## src/rtl/unsigned_16by8_div_seq.sv

```systemverilog
// Sequential unsigned restoring divider: 2*WIDTH-bit dividend / WIDTH-bit divisor,
// one quotient bit per clock, valid/ready handshake on both sides.
module unsigned_16by8_div_seq #(
    parameter int unsigned WIDTH = 8
) (
    input  logic                 clk,
    input  logic                 rst_n,
    input  logic                 in_valid,
    output logic                 in_ready,
    input  logic [2*WIDTH-1:0]   dividend,
    input  logic [WIDTH-1:0]     divisor,
    output logic                 out_valid,
    input  logic                 out_ready,
    output logic [WIDTH-1:0]     quotient,
    output logic [WIDTH-1:0]     remainder,
    output logic                 div_by_zero,
    output logic                 overflow
);

    localparam int unsigned CW = (WIDTH > 1) ? $clog2(WIDTH) : 1;

    typedef enum logic [1:0] {
        IDLE,
        RUN,
        DONE
    } state_t;

    state_t             state_q, state_d;
    logic [WIDTH:0]     rem_q, rem_d;
    logic [WIDTH-1:0]   shift_q, shift_d;
    logic [WIDTH-1:0]   quo_q, quo_d;
    logic [WIDTH-1:0]   dvs_q, dvs_d;
    logic [CW-1:0]      cnt_q, cnt_d;
    logic [WIDTH-1:0]   qout_q, qout_d;
    logic [WIDTH-1:0]   rout_q, rout_d;
    logic               dbz_q, dbz_d;
    logic               ovf_q, ovf_d;

    logic [WIDTH:0]     trial;
    logic [WIDTH:0]     step_rem;
    logic [WIDTH-1:0]   step_quo;
    logic               qbit;

    always_ff @(posedge clk or negedge rst_n) begin
        if (!rst_n) begin
            state_q <= IDLE;
            rem_q   <= '0;
            shift_q <= '0;
            quo_q   <= '0;
            dvs_q   <= '0;
            cnt_q   <= '0;
            qout_q  <= '0;
            rout_q  <= '0;
            dbz_q   <= 1'b0;
            ovf_q   <= 1'b0;
        end else begin
            state_q <= state_d;
            rem_q   <= rem_d;
            shift_q <= shift_d;
            quo_q   <= quo_d;
            dvs_q   <= dvs_d;
            cnt_q   <= cnt_d;
            qout_q  <= qout_d;
            rout_q  <= rout_d;
            dbz_q   <= dbz_d;
            ovf_q   <= ovf_d;
        end
    end

    // Compare/subtract is done at WIDTH+1 bits so the shifted-in trial never truncates.
    always_comb begin
        trial    = {rem_q[WIDTH-1:0], shift_q[WIDTH-1]};
        qbit     = (trial >= {1'b0, dvs_q});
        step_rem = qbit ? (trial - {1'b0, dvs_q}) : trial;
        step_quo = {quo_q[WIDTH-2:0], qbit};
    end

    always_comb begin
        state_d = state_q;
        rem_d   = rem_q;
        shift_d = shift_q;
        quo_d   = quo_q;
        dvs_d   = dvs_q;
        cnt_d   = cnt_q;
        qout_d  = qout_q;
        rout_d  = rout_q;
        dbz_d   = dbz_q;
        ovf_d   = ovf_q;

        unique case (state_q)
            IDLE: begin
                if (in_valid) begin
                    dvs_d = divisor;
                    if (divisor == '0) begin
                        state_d = DONE;
                        qout_d  = '1;
                        rout_d  = dividend[WIDTH-1:0];
                        dbz_d   = 1'b1;
                        ovf_d   = 1'b0;
                    end else if (dividend[2*WIDTH-1:WIDTH] >= divisor) begin
                        state_d = DONE;
                        qout_d  = '1;
                        rout_d  = '1;
                        dbz_d   = 1'b0;
                        ovf_d   = 1'b1;
                    end else begin
                        state_d = RUN;
                        rem_d   = {1'b0, dividend[2*WIDTH-1:WIDTH]};
                        shift_d = dividend[WIDTH-1:0];
                        quo_d   = '0;
                        cnt_d   = '0;
                    end
                end
            end
            RUN: begin
                rem_d   = step_rem;
                quo_d   = step_quo;
                shift_d = {shift_q[WIDTH-2:0], 1'b0};
                cnt_d   = cnt_q + CW'(1);
                if (cnt_q == CW'(WIDTH - 1)) begin
                    state_d = DONE;
                    qout_d  = step_quo;
                    rout_d  = step_rem[WIDTH-1:0];
                    dbz_d   = 1'b0;
                    ovf_d   = 1'b0;
                end
            end
            DONE: begin
                if (out_ready) begin
                    state_d = IDLE;
                end
            end
            default: begin
                state_d = IDLE;
            end
        endcase
    end

    assign in_ready    = (state_q == IDLE);
    assign out_valid   = (state_q == DONE);
    assign quotient    = qout_q;
    assign remainder   = rout_q;
    assign div_by_zero = dbz_q;
    assign overflow    = ovf_q;

endmodule

```

## config.mk

```make
export PLATFORM = sky130hd
export DESIGN_NAME = unsigned_16by8_div_seq
export DESIGN_NICKNAME = d
export VERILOG_FILES = /design/src/rtl/unsigned_16by8_div_seq.sv
export SDC_FILE = /design/constraint.sdc
export NUM_CORES = 1
export LEC_CHECK = 0
export ABC_CLOCK_PERIOD_IN_PS = 2900
export BUFFER_PORTS_ARGS = -buffer_cell sky130_fd_sc_hd__buf_2
export CAP_MARGIN = 0
export CORE_MARGIN = 8
export CORE_UTILIZATION = 55
export DETAILED_ROUTE_END_ITERATION = 10
export GPL_TIMING_DRIVEN = 1
export PLACE_DENSITY = 0.81
export SETUP_SLACK_MARGIN = 0.4
export SLEW_MARGIN = 20
export SYNTH_ARGS = -nofsm -noshare
export SYNTH_HDL_FRONTEND = slang
export SYNTH_SLANG_ARGS = --single-unit
```

## constraint.sdc

```tcl
create_clock -name clk -period 2.9 [get_ports clk]
set_input_delay 0 -clock clk [delete_from_list [all_inputs] [get_ports clk]]
set_output_delay 0 -clock clk [all_outputs]
set_load 0.1 [all_outputs]
```

# Word-level counts from Yosys, hierarchy flattened
# Index checks and enable logic that the tools add are counted.
[op_classes]
n_addsub = 2
order_cmp = 2
eq_ne = 9
muxes = 41
n_reduce_logical = 7
[op_table]
columns = ["operator", "count"]
rows = [
  ["$mux W8", 14],
  ["$pmux W8 S2", 4],
  ["$mux W7", 3],
  ["$pmux W7 S2", 1],
  ["$mux W2", 5],
  ["$ge A9 B8 Y1", 1],
  ["$mux W3", 3],
  ["$ge A8 B8 Y1", 1],
  ["$logic_not A8 Y1", 1],
  ["$ne A2 B2 Y1 const B", 4],
  ["$reduce_and A4 Y1", 2],
  ["$sub A8 B8 Y8", 1],
  ["$mux W1", 7],
  ["$pmux W2 S3", 1],
  ["$pmux W3 S2", 1],
  ["$pmux W1 S2", 2],
  ["$add A3 B1 Y3 const B", 1],
  ["$eq A3 B3 Y1 const B", 1],
  ["$ne A3 B1 Y1 const B", 1],
  ["$reduce_and A3 Y1", 1],
  ["$eq A2 B1 Y1 const B", 1],
  ["$eq A2 B2 Y1 const B", 1],
  ["$logic_not A2 Y1", 1],
  ["$ne A2 B1 Y1 const B", 1],
  ["2 further kinds", 2],
]
[totals]
register_bits = 54
input_bits = 28
elab_cells = 71

# Longest topological paths before layout
# Gate-level depths: netlist of run 1.
[depth]
ltp_word = 5
ltp_mapped = 10
depth_no_buf = 9

# Worst setup path after synthesis of run 1
# Ideal clock, no wire load.
[synth_path]
kind = "reg2reg"
start = "register state_q[0]"
end = "register dbz_q (netlist: div_by_zero)"
t_arrival_ns = 2.685
t_required_ns = 2.777
slack_ns = 0.092
stages_incl_launch_ff = 7
synth_period_minus_slack_ns = 2.808
cell_sequence = "dfrtp_1 nor2_1 nand2_1 o21a_1 buf_6 buf_6 a22o_1"
[synth_between]
elab_chain_cells = 3
word_cells_on_any_way = 8
[synth_lines]
columns = ["element", "line", "rtl"]
rows = [
  ["start, declared", "28", "state_t state_q, state_d;"],
  ["start signal, assigned", "57", "state_q <= state_d;"],
  ["$logic_not A2 Y1 (*)", "n/a", ""],
  ["named net in_ready", "9", "output logic in_ready,"],
  ["$ne A3 B1 Y1 (no source line), or another cell as far along", "n/a", ""],
  ["$reduce_and A4 Y1 (no source line)", "n/a", ""],
  ["end signal, assigned", "65", "dbz_q <= dbz_d;"],
  ["end, declared", "36", "logic dbz_q, dbz_d;"],
]
# Mark *: on every way through the listed nets, which the timed path passes. The rest lies on a longest branch.
# A chain may end at the register's enable or synchronous reset.

# Worst setup path in the final report of run 1
[layout_path]
start = "input port divisor[1]"
end = "register qout_q[5] (netlist: quotient[5])"
[layout_between]
elab_chain_cells = 4
word_cells_on_any_way = 7
[layout_lines]
columns = ["element", "line", "rtl"]
rows = [
  ["start, declared", "11", "input logic [WIDTH-1:0] divisor,"],
  ["branches (longest 4 deep; another with $ge A8 B8 Y1)", "n/a", ""],
  ["end signal, assigned", "63", "qout_q <= qout_d;"],
  ["end, declared", "34", "logic [WIDTH-1:0] qout_q, qout_d;"],
]
# Several ways; the timed one is not identified. The select of a mux whose other input is x is not followed.

==> results.cfg, run 1 <==
[worst_setup_path]
rr_worst_depth = 9
path_max_fanout = 11
critPathSlowestCell = dlygate4sd3_1
path_cells = dlygate4sd3_1, buf_2, inv_1, ha_1, nand2_1, o21ai_0, a21oi_1, o21a_1, o21a_2, buf_4, mux2i_1
worstPathArrival_ps = 2580
crit_required_ps = 3140
r2r-start = shift_q[7]
cp-start-kind = input pin
r2r-end = remainder[6]
ff2ff_setup_slack_ps = 580
slowest_delay_ps = 530
critPathKind = in2reg
cp-end-kind = flip-flop

[cts]
clock-sinks = 54
numCtsBuffers = 5
cts_tree = done
cts-root-buf = clkbuf_8
clk_pin_slew_ps = 100
cts_max_level = 2
clkLatencyLatePin_ps = 320
cts_max_path_buffers = 2

[layout]
final_net_count = 429
utilization = 0.678
drive_gt1_frac = 0.206
insertedDiodeCount = 0
syn_to_final_growth_pct = 20.2

[detailed_routing]
drtPass1Iterations = 4
wirelength_mm = 7.76
vias_per_cell = 5.76
drtIter0Drc = 329
drc = 0
vias = 2621
ant_nets = 0
routedWlPerCell_microns = 17.1

[placement]
hpwl_mm = 5.74
port_buffers = 47
gp_congestion = 0.904

[global_routing]
grt_pass1_vias = 2602
grt_pass1_wl_mm = 13.0
grt_overflow = 0
grt_max_degree = 39
antenna_found_initial = 0
grt_use_total = 0.193

[synthesis]
synth_area_sq_um = 3070
synth_top_area_frac = 0.441
yosysWarnings = 0
synth.net_count = 364
yosysUniqueCellTypes = 45
synth_area_leader_cell = dfrtp_1
synth_area_leaders = dfrtp_1 (44%), ha_1 (7.3%), mux2i_1 (5.2%)
ys_seq_area_frac = 0.441
postSynth.asyncResetShare = 1.00
synth_edf_count = 0
ys_ff_latch = 54
syn-mean-instance-area_sq_um = 9.67
ys.flop_type = dfrtp_1
syn_inst = 317

[timing]
period_needed_ps = 2340
hold_violations = 0
slew_viol_final = 0
post-route-period-util = 0.808
fin_worst_skew_ps = 8.17
worst_pin_slew_ps = 871
rsz0062_at_grt = yes
max_freq_mhz = 427
max_slew_margin = 0.420
setup_tns_ps = 0
setup_violations = 0

[worst_hold_path]
holdCritPathClass = in2reg
min_delay_path_depth = 3
hold_end = shift_q[2]
hp-start = dividend[2]

[floorplan]
core_sq_um = 5440
fp.dieH_microns = 90.7
die_w_microns = 90.7
rows = 27
initial_utilization = 0.564
dieArea_sq_um = 8220
ioPinCount = 48

[outcome]
status = finished clean

[flow_run]
max-cap-violations = 0
per-stage QoR:
stage	hold WS (ps)	worst slack (ps)	instance area, sq um	std cells
floorplan	-296	630	3070	317
global placement	165	614	3400	431
detailed placement	170	516	3400	431
CTS	2.53	429	3680	455
global route	5.26	380	3690	455
finish	9.09	558	3690	455
sequential cells by signal (all words and copies together) (netlist names):
| signal | cells |
|---|---|
| dvs_q | 8 |
| quotient | 8 |
| rem_q | 8 |
| remainder | 8 |
| shift_q | 8 |
| quo_q | 7 |
| cnt_q | 3 |
| state_q | 2 |
| div_by_zero | 1 |
| overflow | 1 |
worst max-delay path, delay by kind of cell:
| family | cells | cell delay (ps) |
|---|---|---|
| compound gates | 4 | 1110 |
| buf+inv | 4 | 970 |
| fa+ha+maj | 1 | 220 |
| mux | 1 | 220 |
| simple gates | 1 | 60 |
what timing repair did:
action                                  4_1_cts  5_1_grt
hold endpoints to repair                     53        0
hold buffers                                 16        0
setup buffers                                 0        0
endpoints found under the setup margin        0       23
gates resized for setup                       0        2
kinds of logic after synthesis:
family | after synthesis | share of synthesized area
buffers and inverters | 42 | 0.0588
flip-flops | 54 | 0.441
AND/OR/NAND/NOR | 83 | 0.127
AO/OA/AOI/OAI | 93 | 0.207
adder cells (fa/ha/maj) | 19 | 0.0800
XOR/XNOR | 3 | 0.00857
multiplexers | 23 | 0.0779
Yosys cell counts (6+ instances only):
master and number:
a31oi_1 6, inv_1 26, a21o_1 7, o31ai_1 9, mux2i_1 16, nor2_1 28
a22o_1 10, o211ai_1 7, clkbuf_1 8, ha_1 18, a21oi_1 15, nand2_1 25
o21ai_0 19, nand3_1 11, dfrtp_1 54
routing by layer:
layer | part of all wire | vias to the layer above | GRT usage
met1 | 0.45 | 1239 | 0.260
met2 | 0.46 | 114 | 0.292
met3 | 0.075 | 7 | 0.0482
met5 | 0 | - | 0
met4 | 0.011 | 0 | 0.0693
li1 | - | 1261 | -
placed cells by master (no fill, tap or decap), types with 6 or more instances in the layout:
cell,instances
a21o_1,7
a21oi_1,15
a22o_1,10
a31oi_1,6
buf_2,47
buf_4,11
clkbuf_8,6
dfrtp_1,54
dlygate4sd3_1,16
ha_1,18
inv_1,26
mux2i_1,16
nand2_1,25
nand3_1,11
nor2_1,27
o211ai_1,7
o21ai_0,19
o31ai_1,9
worst max path at each step:
stage                      start          end  depth (start not counted)
floorplan             state_q[0]  div_by_zero                          6
CTS                   divisor[4]  quotient[5]                         10
finish                divisor[1]  quotient[5]                         11
global placement    dividend[13]  quotient[1]                          8
global route          divisor[1]  quotient[5]                         11
detailed placement  dividend[13]  quotient[5]                          8
final cells by class:
type                            count  area (sq um)
Tap cell                           72          90.1
Multi-Input combinational cell    221          1550
Clock buffer                        6          82.6
Clock inverter                      2          38.8
Fill cell                         439          1750
Inverter                           26          97.6
Sequential cell                    54          1350
Timing Repair Buffer               74           478
Power of run 1 is left out: the tool's default activity adds up to more than one toggle a clock period on the data nets, which glitch-free logic cannot reach.
==> run 2: changes to the inputs <==
--- a/config.mk
+++ b/config.mk
@@ -5,7 +5,7 @@
 export SDC_FILE = /design/constraint.sdc
 export NUM_CORES = 1
 export LEC_CHECK = 0
-export ABC_CLOCK_PERIOD_IN_PS = 2900
+export ABC_CLOCK_PERIOD_IN_PS = 2450
 export BUFFER_PORTS_ARGS = -buffer_cell sky130_fd_sc_hd__buf_2
 export CAP_MARGIN = 0
 export CORE_MARGIN = 8
==> constraint.sdc (replaced) <==
create_clock -name clk -period 2.45 [get_ports clk]
set_input_delay 0 -clock clk [delete_from_list [all_inputs] [get_ports clk]]
set_output_delay 0 -clock clk [all_outputs]
set_load 0.1 [all_outputs]
==> results.cfg, run 2 (synthesized netlist as in run 1, its figures left out) <==
[outcome]
status = complete, but fails checks
violations = negative hold slack

[placement]
hpwl_mm = 5.83
gp_congestion = 0.860
port_buffers = 47

[detailed_routing]
wl_met2_mm = 4.17
vias_per_cell = 5.87
wirelength_mm = 8.95
ant_nets = 0
routedWlPerCell_microns = 18.9
vias = 2784
drc = 0
wl_met1_mm = 3.88
routed.top_layer = met4
route.met3.wl_microns = 631
drtPass1Iterations = 5
drtIter0Drc = 201

[cts]
clock-sinks = 54
cts_max_path_buffers = 2
cts_max_level = 2
clk_pin_slew_ps = 110
numCtsBuffers = 5
cts-root-buf = clkbuf_8
clkLatencyLatePin_ps = 320
cts_tree = done

[floorplan]
ioPinCount = 48
dieArea_sq_um = 8220
core_sq_um = 5440
initial_utilization = 0.564
rows = 27
fp.dieH_microns = 90.7
die_w_microns = 90.7

[global_routing]
grt_max_degree = 25
antenna_found_initial = 0
grt_pass1_vias = 2717
grt_overflow = 0
grt_pass1_wl_mm = 13.6
grt_use_total = 0.202

[timing]
setup_tns_ps = 0
hold_violations = 1
rsz0062_at_grt = yes
fin_worst_skew_ps = 6.45
slew_viol_final = 0
post-route-period-util = 0.907
setup_violations = 0
worst_pin_slew_ps = 492
period_needed_ps = 2220
max_slew_margin = 0.675
max_freq_mhz = 450
whs_ps = -5.86

[worst_setup_path]
crit_required_ps = 2680
worstPathArrival_ps = 2460
path_cells = inv_1, ha_2, fa_2, nand2b_4, a21oi_4, o21ai_2, or3b_4, a31oi_4, o31ai_2
path_max_fanout = 3
crit_family = compound AO/OA/AOI/OAI gates
path_buf_inv = 1
cp-start-kind = flip-flop
slowest_delay_ps = 410
cp-end-kind = flip-flop
critPathSlowestCell = dfrtp_1
critPathKind = reg2reg

[layout]
final_net_count = 448
drive_gt1_frac = 0.341
final_cell_mix = dfrtp_1 (54), buf_2 (47), buf_4 (28), nor2_1 (27), inv_1 (25)
multi_input_area_sq_um = 1810
final_common_cell = dfrtp_1
seqCellArea_sq_um = 1350
insertedDiodeCount = 0
n_fill_cell = 368
syn_to_final_growth_pct = 32.8

[flow_run]
max-cap-violations = 0

[worst_hold_path]
holdCritPathClass = in2reg
run 2: cell count changes in the layout (fill, tap and decap cells not counted), moves of 4 or more:
cell      previous run  this run
buf_4               11        28
ha_4                 0         6
a211oi_2             1         5
a21oi_2              0         4
a21oi_1             15         9
a31oi_1              6         2
o31ai_1              9         5
ha_1                18        11
a211oi_1             5         1
buf_6                0         4
o31ai_2              0         4
run 2: per-stage QoR:
step	hold WS, ps	instances	area, sq um	setup WS [ps]	util
floorplan	-296	317	3080	401	-
global placement	-51.7	434	3430	195	0.630
detailed placement	-47.4	434	3430	166	0.630
CTS	5.22	465	3900	386	0.717
global route	14.8	474	4070	189	0.749
finish	-5.86	474	4070	227	0.749
run 2: worst paths after layout:
| path | start | cells past startpoint | to | slack [ps] |
|---|---|---|---|---|
| worst max-delay path | shift_q[7] | 9 | rem_q[6] | 230 |
| worst min-delay path | divisor[7] | 3 | dvs_q[7] | -6 |
| worst max register to register | shift_q[7] | 9 | rem_q[6] | 230 |
| worst min register to register | overflow | 1 | overflow | 490 |
| max in group asynchronous | rst_n | 3 | quotient[6] | 1660 |
| min in group asynchronous | rst_n | 2 | remainder[2] | 130 |
run 2: layout make-up:
class                      count  share of cell area
clock buffer                   5              0.0169
inverter                      26              0.0240
clock inverter                 3             0.00707
tap                           72              0.0221
timing repair buffer          93               0.155
multi-input combinational    221               0.443
sequential                    54               0.332
run 2: timing repair:
action	4_1_cts	5_1_grt
gates cloned	1	0
gates resized for setup	29	25
setup buffers	8	9
hold buffers	14	0
setup endpoints to repair	17	27
pin swaps	8	14
hold endpoints to repair	33	0
run 2: tightest hold or removal path, stage by stage:
cell     delay, ps
buf_2          100
inv_1           90
o21ai_0         90
run 2: layer usage:
metal,GRT usage,up-vias
met5,0,-
met4,0.0666,0
met3,0.0507,25
met2,0.328,129
met1,0.256,1330
li1,-,1300
Power of run 2 is left out for the same reason.
